File: config.mk
export PLATFORM = sky130hd
export DESIGN_NAME = video_timing_gen
export DESIGN_NICKNAME = d
export VERILOG_FILES = /design/src/rtl/vtg_pkg.sv /design/src/rtl/vtg_mode_rom.sv /design/src/rtl/video_timing_gen.sv
export SDC_FILE = /design/constraint.sdc
export NUM_CORES = 1
export LEC_CHECK = 0
export BUFFER_PORTS_ARGS = -buffer_cell sky130_fd_sc_hd__buf_2
export CELL_PAD_IN_SITES_DETAIL_PLACEMENT = 0
export CELL_PAD_IN_SITES_GLOBAL_PLACEMENT = 1
export CORE_ASPECT_RATIO = 0.75
export CORE_MARGIN = 3
export CORE_UTILIZATION = 40
export DETAILED_ROUTE_END_ITERATION = 7
export PLACE_DENSITY = 0.73
export SYNTH_ARGS = -nofsm -noshare
export SYNTH_HDL_FRONTEND = slang
export SYNTH_SLANG_ARGS = --single-unit
File: constraint.sdc
create_clock -name pix_clk -period 8.6 [get_ports pix_clk]
set_clock_uncertainty 0.15 [all_clocks]
set_input_delay 0.43 -clock pix_clk [delete_from_list [all_inputs] [get_ports pix_clk]]
set_output_delay 0.43 -clock pix_clk [all_outputs]
set_load 0.02 [all_outputs]
File: src/rtl/vtg_pkg.sv
// Shared types and mode table for the video timing generator.
// Optional frame counter in video_timing_gen: VTG_FRAME_CNT_EN.
package vtg_pkg;

  typedef logic [1:0] vtg_mode_t;

  typedef struct packed {
    logic [11:0] h_total;
    logic [11:0] h_fp;
    logic [11:0] h_bp;
    logic [11:0] h_sync;
    logic [11:0] h_act;
    logic [11:0] v_total;
    logic [11:0] v_fp;
    logic [11:0] v_bp;
    logic [11:0] v_sync;
    logic [11:0] v_act;
  } vtg_timing_t;

  localparam vtg_mode_t IDX_1080P = 2'd0;
  localparam vtg_mode_t IDX_1600P = 2'd1;
  localparam vtg_mode_t IDX_720P  = 2'd2;
  localparam vtg_mode_t IDX_480P  = 2'd3;

  localparam vtg_timing_t MODE_1080P = '{
    h_total: 12'd2200, h_fp: 12'd88,
    h_bp:    12'd148,  h_sync: 12'd44,
    h_act:   12'd1920,
    v_total: 12'd1125, v_fp: 12'd4,
    v_bp:    12'd36,   v_sync: 12'd5,
    v_act:   12'd1080
  };

  localparam vtg_timing_t MODE_1600P = '{
    h_total: 12'd2720, h_fp: 12'd48,
    h_bp:    12'd80,   h_sync: 12'd32,
    h_act:   12'd2560,
    v_total: 12'd1646, v_fp: 12'd3,
    v_bp:    12'd37,   v_sync: 12'd6,
    v_act:   12'd1600
  };

  localparam vtg_timing_t MODE_720P = '{
    h_total: 12'd1650, h_fp: 12'd110,
    h_bp:    12'd220,  h_sync: 12'd40,
    h_act:   12'd1280,
    v_total: 12'd750,  v_fp: 12'd5,
    v_bp:    12'd20,   v_sync: 12'd5,
    v_act:   12'd720
  };

  localparam vtg_timing_t MODE_480P = '{
    h_total: 12'd800,  h_fp: 12'd16,
    h_bp:    12'd48,   h_sync: 12'd96,
    h_act:   12'd640,
    v_total: 12'd525,  v_fp: 12'd10,
    v_bp:    12'd33,   v_sync: 12'd2,
    v_act:   12'd480
  };

endpackage

File: src/rtl/vtg_mode_rom.sv
// Combinational mode index to timing-entry lookup.
// Part of video_timing_gen (VTG_FRAME_CNT_EN has no effect here).
module vtg_mode_rom
  import vtg_pkg::*;
(
  input  vtg_mode_t   i_mode,
  output vtg_timing_t o_timing
);

  always_comb begin
    o_timing = MODE_1080P;
    unique case (1'b1)
      (i_mode == IDX_1080P): o_timing = MODE_1080P;
      (i_mode == IDX_1600P): o_timing = MODE_1600P;
      (i_mode == IDX_720P):  o_timing = MODE_720P;
      (i_mode == IDX_480P):  o_timing = MODE_480P;
    endcase
  end

endmodule

File: src/rtl/video_timing_gen.sv
// Runtime-switchable hs/vs/de timing generator, mode change at frame end.
// Define VTG_FRAME_CNT_EN to add the frame_cnt output.
module video_timing_gen
  import vtg_pkg::*;
#(
  parameter int          X_BITS       = 12,
  parameter int          Y_BITS       = 12,
  parameter logic [1:0]  DEFAULT_MODE = 2'd0
)(
  input  logic              pix_clk,
  input  logic              rstn,
  input  logic              mode_req,
  input  logic [1:0]        mode_sel,
  output logic [1:0]        mode_cur,
  output logic              mode_ack,
  output logic              hs,
  output logic              vs,
  output logic              de,
  output logic [X_BITS-1:0] act_x,
  output logic [Y_BITS-1:0] act_y,
  output logic              frame_start
`ifdef VTG_FRAME_CNT_EN
  ,
  output logic [15:0]       frame_cnt
`endif
);

  vtg_timing_t       w_t;
  vtg_mode_t         r_mode;
  vtg_mode_t         r_pend_mode;
  logic              r_pend;
  logic [X_BITS-1:0] r_h_cnt;
  logic [Y_BITS-1:0] r_v_cnt;

  logic              r_ack;
  logic              r_hs;
  logic              r_vs;
  logic              r_de;
  logic              r_fs;
  logic [X_BITS-1:0] r_ax;
  logic [Y_BITS-1:0] r_ay;

  vtg_mode_rom u_rom (
    .i_mode   (r_mode),
    .o_timing (w_t)
  );

  logic [X_BITS-1:0] w_h_last;
  logic [X_BITS-1:0] w_h_beg;
  logic [X_BITS-1:0] w_h_end;
  logic [Y_BITS-1:0] w_v_last;
  logic [Y_BITS-1:0] w_v_beg;
  logic [Y_BITS-1:0] w_v_end;
  logic              w_unused;

  assign w_h_last = X_BITS'(w_t.h_total) - X_BITS'(1);
  assign w_h_beg  = X_BITS'(w_t.h_sync) + X_BITS'(w_t.h_bp);
  assign w_h_end  = w_h_beg + X_BITS'(w_t.h_act);
  assign w_v_last = Y_BITS'(w_t.v_total) - Y_BITS'(1);
  assign w_v_beg  = Y_BITS'(w_t.v_sync) + Y_BITS'(w_t.v_bp);
  assign w_v_end  = w_v_beg + Y_BITS'(w_t.v_act);
  // Porches are implied by the other fields.
  assign w_unused = ^{w_t.h_fp, w_t.v_fp};

  logic      w_h_wrap;
  logic      w_v_wrap;
  logic      w_apply;
  vtg_mode_t w_next_mode;

  assign w_h_wrap    = (r_h_cnt == w_h_last);
  assign w_v_wrap    = (r_v_cnt == w_v_last);
  assign w_apply     = w_h_wrap & w_v_wrap
                     & (r_pend | mode_req);
  assign w_next_mode = mode_req ? mode_sel : r_pend_mode;

  always_ff @(posedge pix_clk or negedge rstn) begin
    if (!rstn) begin
      r_h_cnt <= '0;
      r_v_cnt <= '0;
    end else if (w_h_wrap) begin
      r_h_cnt <= '0;
      r_v_cnt <= w_v_wrap ? '0 : r_v_cnt + Y_BITS'(1);
    end else begin
      r_h_cnt <= r_h_cnt + X_BITS'(1);
    end
  end

  always_ff @(posedge pix_clk or negedge rstn) begin
    if (!rstn) begin
      r_mode      <= DEFAULT_MODE;
      r_pend_mode <= DEFAULT_MODE;
      r_pend      <= 1'b0;
      r_ack       <= 1'b0;
    end else begin
      r_ack <= w_apply;
      if (w_apply) begin
        r_mode <= w_next_mode;
        r_pend <= 1'b0;
      end else if (mode_req) begin
        r_pend_mode <= mode_sel;
        r_pend      <= 1'b1;
      end
    end
  end

  logic              w_hs;
  logic              w_vs;
  logic              w_de;
  logic              w_fs;
  logic [X_BITS-1:0] w_ax;
  logic [Y_BITS-1:0] w_ay;

  assign w_hs = (r_h_cnt < X_BITS'(w_t.h_sync));
  assign w_vs = (r_v_cnt < Y_BITS'(w_t.v_sync));
  assign w_de = (r_h_cnt >= w_h_beg) & (r_h_cnt < w_h_end)
              & (r_v_cnt >= w_v_beg) & (r_v_cnt < w_v_end);
  assign w_fs = (r_h_cnt == '0) & (r_v_cnt == '0);
  assign w_ax = w_de ? r_h_cnt - w_h_beg : '0;
  assign w_ay = w_de ? r_v_cnt - w_v_beg : '0;

  always_ff @(posedge pix_clk or negedge rstn) begin
    if (!rstn) begin
      r_hs <= 1'b0;
      r_vs <= 1'b0;
      r_de <= 1'b0;
      r_fs <= 1'b0;
      r_ax <= '0;
      r_ay <= '0;
    end else begin
      r_hs <= w_hs;
      r_vs <= w_vs;
      r_de <= w_de;
      r_fs <= w_fs;
      r_ax <= w_ax;
      r_ay <= w_ay;
    end
  end

`ifdef VTG_FRAME_CNT_EN
  logic [15:0] r_frame_cnt;

  always_ff @(posedge pix_clk or negedge rstn) begin
    if (!rstn) begin
      r_frame_cnt <= '0;
    end else if (w_apply) begin
      r_frame_cnt <= '0;
    end else if (w_h_wrap & w_v_wrap) begin
      r_frame_cnt <= r_frame_cnt + 16'd1;
    end
  end

  assign frame_cnt = r_frame_cnt;
`endif

  assign mode_cur    = r_mode;
  assign mode_ack    = r_ack;
  assign hs          = r_hs;
  assign vs          = r_vs;
  assign de          = r_de;
  assign act_x       = r_ax;
  assign act_y       = r_ay;
  assign frame_start = r_fs;

endmodule

Yosys cells after proc, flatten, opt, wreduce, memory -nomap -nowiden
Index checks and enable logic that the tools add are counted.
W data, S select, Z words.
Storage, ports and cells
  output and inout port bits: 31
  register bits: 58
  word-level logic and storage cells: 52
Operators by class
  $lt $le $gt $ge: 6
  mux-type cells: 8
  bitwise gates (word level): 7
  $add $sub $neg: 10
  reduce and logical (&&, ||, !) cells: 4
  equality and inequality tests: 5
Operators by type and width (number)
  $pmux W120 S4: 1
  $add A12 B12 Y12: 4
  $lt A12 B12 Y1: 4
  $mux W12: 4
  $add A12 B1 Y12 const B: 2
  $eq A12 B12 Y1: 2
  $ge A12 B12 Y1: 2
  $logic_not A12 Y1: 2
  $sub A12 B1 Y12 const B: 2
  $sub A12 B12 Y12: 2
  $and A1 B1 Y1: 6
  $eq A2 B2 Y1 const B: 2
  $eq A2 B1 Y1 const B: 1
  $logic_not A2 Y1: 1
  $mux W1: 2
  $mux W2: 1
  $reduce_bool A2 Y1: 1
  $or A1 B1 Y1: 1

Longest topological paths before layout
  word-level depth: 9
  depth in mapped cells: 15

Modules after synthesis
From an unflattened synthesis, not the netlist that was laid out.
Unflattened totals
  cell total of the unflattened synthesis: 942
  area, all modules: 7927.6 µm²
By module, submodules not included
  video_timing_gen: cells an instance 816, area an instance 6977.9 µm², times used 1
  vtg_mode_rom: cells an instance 126, area an instance 949.7 µm², times used 1

Worst setup path after synthesis
No wires, ideal clock.
  path type: register to register
  start: reg r_mode[1] (netlist: mode_cur[1])
  end: reg r_ay[3] (netlist: act_y[3])
  stages on the path, launching flop included: 15
  path slack: 4844 ps
  data arrival time: 3479 ps
  path buffers: 1
  path through: dfrtp_1 > inv_1 > ha_1 > o21ai_0 > xnor2_1 > ha_1 > inv_1 > fa_1 > a21oi_2 > o22ai_1 > or4_4 > or3b_4 > nand3_4 > buf_6 > nor3b_2
Between the ends
  cells in the longest elaborated chain, start to end: 9
  elaborated cells on any way between the ends: 18
  those cells by class: add/sub (5); order compare (4); eq/ne (3); mux (2); bitwise (3); reduce/logical (1)
Ends and longest elaborated chain
  from (decl): line video_timing_gen.sv:29  | vtg_mode_t r_mode;
  from (signal assigned): line video_timing_gen.sv:97  | r_mode <= w_next_mode;
  $eq A2 B2 Y1 (tied with other cells): line vtg_mode_rom.sv:16  | (i_mode == IDX_480P): o_timing = MODE_480P;
  $pmux W120 S4 (*): line vtg_mode_rom.sv:12  | unique case (1'b1)
  $add A12 B12 Y12: line video_timing_gen.sv:57  | assign w_h_beg = X_BITS'(w_t.h_sync) + X_BITS'(w_t.h_bp);
  $add A12 B12 Y12: line video_timing_gen.sv:58  | assign w_h_end = w_h_beg + X_BITS'(w_t.h_act);
  $lt A12 B12 Y1: line video_timing_gen.sv:115  | assign w_de = (r_h_cnt >= w_h_beg) & (r_h_cnt < w_h_end)
  $and A1 B1 Y1: line video_timing_gen.sv:115
  $and A1 B1 Y1 (2 in series): line video_timing_gen.sv:116  | & (r_v_cnt >= w_v_beg) & (r_v_cnt < w_v_end);
  $mux W12 (*): line video_timing_gen.sv:119  | assign w_ay = w_de ? r_v_cnt - w_v_beg : '0;
  via w_ay[3]: line video_timing_gen.sv:111  | logic [Y_BITS-1:0] w_ay;
  to (signal assigned): line video_timing_gen.sv:135  | r_ay <= w_ay;
  to (decl): line video_timing_gen.sv:41  | logic [Y_BITS-1:0] r_ay;
Mark *: on every way through the listed nets, which the timed path passes. The rest lies on a longest branch. The select of a mux whose other input is x is not followed.
A chain may end at the register's enable or synchronous reset.

Final worst setup path
  start: reg r_mode[1] (netlist: mode_cur[1])
  end: reg r_ay[1] (netlist: act_y[1])
Between the ends
  cells in the longest elaborated chain, start to end: 9
  elaborated cells on any way between the ends: 18
  those cells by class: add/sub (5); order compare (4); eq/ne (3); mux (2); bitwise (3); reduce/logical (1)
Ends and longest elaborated chain
  $eq A2 B2 Y1 (tied with other cells): line vtg_mode_rom.sv:16
  $pmux W120 S4 (*): line vtg_mode_rom.sv:12
  $add A12 B12 Y12: line video_timing_gen.sv:57
  $add A12 B12 Y12: line video_timing_gen.sv:58
  $lt A12 B12 Y1: line video_timing_gen.sv:115
  $and A1 B1 Y1: line video_timing_gen.sv:115
  $and A1 B1 Y1: line video_timing_gen.sv:116
  $and A1 B1 Y1 (*): line video_timing_gen.sv:116
  via w_de: line video_timing_gen.sv:108  | logic w_de;
  $mux W12 (*): line video_timing_gen.sv:119
  via w_ay[1]: line video_timing_gen.sv:111
Marked as above.

==> results.toml <==
[worst_setup_path]
critPathRequiredTime_ps = 8670
slowest_delay_ps = 610
end_kind = "register"
crit_chain = "inv_1 -> ha_1 -> inv_1 -> o21ai_0 -> xnor2_1 -> ha_1 -> inv_1 -> fa_1 -> a21oi_2 -> o22ai_1 -> or4_4 -> or3b_4 -> nand3_4 -> inv_2 -> and2_4"
arrival_ps = 4240
crit_family = "simple AND/OR/NAND/NOR gates"
crit_slowest_cell = "dfrtp_1"
cp_num_buf_inv = 4
critPathKind = "reg -> reg"
cp_max_fo = 22
startpoint_type = "register"
path_common_cell = "inv_1"

[clock_network]
numCtsBuffers = 9
clock_path_buffers = 2
clock_sinks = 58
postCtsResizedCells = 0
clk_pin_slew_ps = 50
cts_setup_buffers = 0
hold_buffers = 0
clock_latency_ps = 340
htreeDepth = 3
cts-root-buf = "clkbuf_16"
tritoncts = "built"

[placement]
place_area_um2 = 4173
dp_hpwl_um = 6896
gp_congestion = 0.8655
port_buffers = 35

[yosys]
synth_seq_cells = 58
syn_avg_cell_area_um2 = 9.318
yosysWarnings = 0
syn_nets = 471
netlist_area_um2 = 3895
ys_seq_area_share_pct = 37.26
syn-instance-count = 418
synthFlopType = "dfrtp_1"
synth-edff-count = 0
synthArstFlopShare_pct = 100.0
synth_cell_types = 60

[sta]
tns_ps = 0
max_freq_mhz = 239.8
slew-limit-headroom_pct = 32.40
hold_viol = 0
slew_viol_final = 0
setup_violations = 0
rsz0062_at_grt = "false"
fin_crit_sh_pct = 48.48
worstMarginPinSlew_ps = 988.4
finalCriticalPeriod_ps = 4169

[floorplanning]
die_w_um = 119.9
num_rows = 30
dieHeight_um = 91.46
coreArea_um2 = 9271
start_util_pct = 42.01
ios = 36
dieArea_um2 = 10970

[finish]
final_area_um2 = 4438
layout_common_cells = "dfrtp_1 (58), nor2_1 (49), ha_1 (46)"
final_common_cell = "dfrtp_1"
fillers = 917
nets = 504
drive_gt1_share_pct = 14.69
area_delta_synth_final_pct = 13.94
antennaDiodeCount = 0

[global_routing]
grt_max_degree = 59
grt_overflow = 0
grt_pass1_wl_um = 15240
grt_pass1_vias = 2932
track_usage_pct = 17.79
antenna_found_initial = 0

[detailed_routing]
wl_per_cell_um = 15.62
drt_iter0_drc = 118
via_count = 3058
dr.pass1.iters = 4
ant_nets = 0
vias_per_cell = 5.236
routed_wl_um = 9123
drc_errors = 0

[power_and_ir_drop]
power.density_nw_per_um2 = 186.0
ir_drop_v = 0.0001371
p_leak_nw = 2.215

[flow_run]
max_cap_violations = 0

[worst_hold_path]
min_path_type = "in -> async"

[run_status]
run_status = "complete, no violations"
sequential cells by signal (all words and copies together), names as in the netlist:
name / cells
mode_ack: 1
hs: 1
frame_start: 1
act_y: 12
r_h_cnt: 12
r_pend_mode: 2
act_x: 12
de: 1
vs: 1
r_v_cnt: 12
mode_cur: 2
r_pend: 1
logic make-up after synthesis:
family	Yosys count	share of synthesized area, %
buffers and inverters	46	5.011
XOR/XNOR	34	7.645
multiplexers	3	0.8031
adder cells (fa/ha/maj)	48	15.80
AO/OA/AOI/OAI	73	12.21
AND/OR/NAND/NOR	156	21.27
flip-flops	58	37.26
synth_stat cells, drive strengths merged (3+ instances only):
cell type | instances | share of area (%)
a211oi | 5 | 0.96
a21o | 4 | 0.77
a21oi | 18 | 2.4
a31oi | 4 | 0.64
and3 | 7 | 1.1
buf | 8 | 1.3
clkbuf | 7 | 0.71
dfrtp | 58 | 37
ha | 46 | 15
inv | 31 | 3.0
nand2 | 26 | 2.7
nand2b | 5 | 0.80
nand3 | 22 | 3.1
nand4 | 3 | 0.48
nor2 | 49 | 4.7
nor2b | 5 | 0.80
nor3 | 14 | 2.2
nor3b | 5 | 1.1
nor4 | 6 | 0.96
o21a | 5 | 0.96
o21ai | 16 | 2.1
o22ai | 3 | 0.48
o31ai | 4 | 0.77
or4 | 3 | 0.77
xnor2 | 20 | 4.5
xor2 | 14 | 3.1
worst paths after layout:
kind                                                  from                          to  slack [ps]  depth (start not counted)
worst max register to register     mode_cur[1]$_DFFE_PN0P_          act_y[1]$_DFF_PN0_        4430                         15
min in group pix_clk                           mode_sel[0]  r_pend_mode[0]$_DFFE_PN0N_         190                          2
worst min register to register  r_pend_mode[0]$_DFFE_PN0N_  r_pend_mode[0]$_DFFE_PN0N_         360                          1
worst max-delay path               mode_cur[1]$_DFFE_PN0P_          act_y[1]$_DFF_PN0_        4430                         15
max in group asynchronous                             rstn          act_y[6]$_DFF_PN0_        7740                          2
worst min-delay path                                  rstn          act_x[9]$_DFF_PN0_          90                          2
metal layers:
layer | vias up | track usage [%] | wire length, µm
met4 | 0 | 5.434 | 110
li1 | 1515 | - | -
met3 | 11 | 5.853 | 690
met5 | - | 0 | 0
met2 | 78 | 23.70 | 3561
met1 | 1454 | 26.82 | 4761
metrics by stage:
| step | power [mW] | instances | util (%) | hold WS, ps | setup slack, ps |
|---|---|---|---|---|---|
| CTS | 0.8336 | 584 | 47.87 | 117.0 | 4437 |
| detailed placement | 0.5112 | 568 | 45.01 | 346.7 | 4464 |
| global route | 0.8756 | 584 | 47.87 | 155.8 | 4154 |
| finish | 0.8255 | 584 | 47.87 | 85.67 | 4431 |
| global placement | 0.5110 | 568 | 45.01 | 343.4 | 4621 |
| floorplan | 0.4605 | 418 | - | -15.59 | 4844 |
report_power, final:
| group | switching [mW] | leakage (nW) | internal [mW] |
|---|---|---|---|
| Combinational | 0.114 | 1.31 | 0.0824 |
| Sequential | 0.0251 | 0.777 | 0.288 |
| Clock | 0.116 | 0.133 | 0.200 |
| Total | 0.255 | 2.22 | 0.570 |
worst reg2reg max path, delay by kind of cell, from the launching register on:
family	cells	cell delay (ps)
compound gates	3	480
xor+xnor	1	210
buf+inv	4	410
flops	1	610
simple gates	4	1270
fa+ha+maj	3	940
final cells by class:
type / count / area [µm²] / share of cell area, %
Clock buffer: 13 / 250.2 / 5.639
Clock inverter: 3 / 15.01 / 0.3383
Inverter: 31 / 116.4 / 2.622
Multi-Input combinational cell: 314 / 2255 / 50.80
Sequential cell: 58 / 1451 / 32.70
Tap cell: 128 / 160.2 / 3.609
Timing Repair Buffer: 37 / 190.2 / 4.285
No activity file was read; power rests on OpenSTA's default activity.
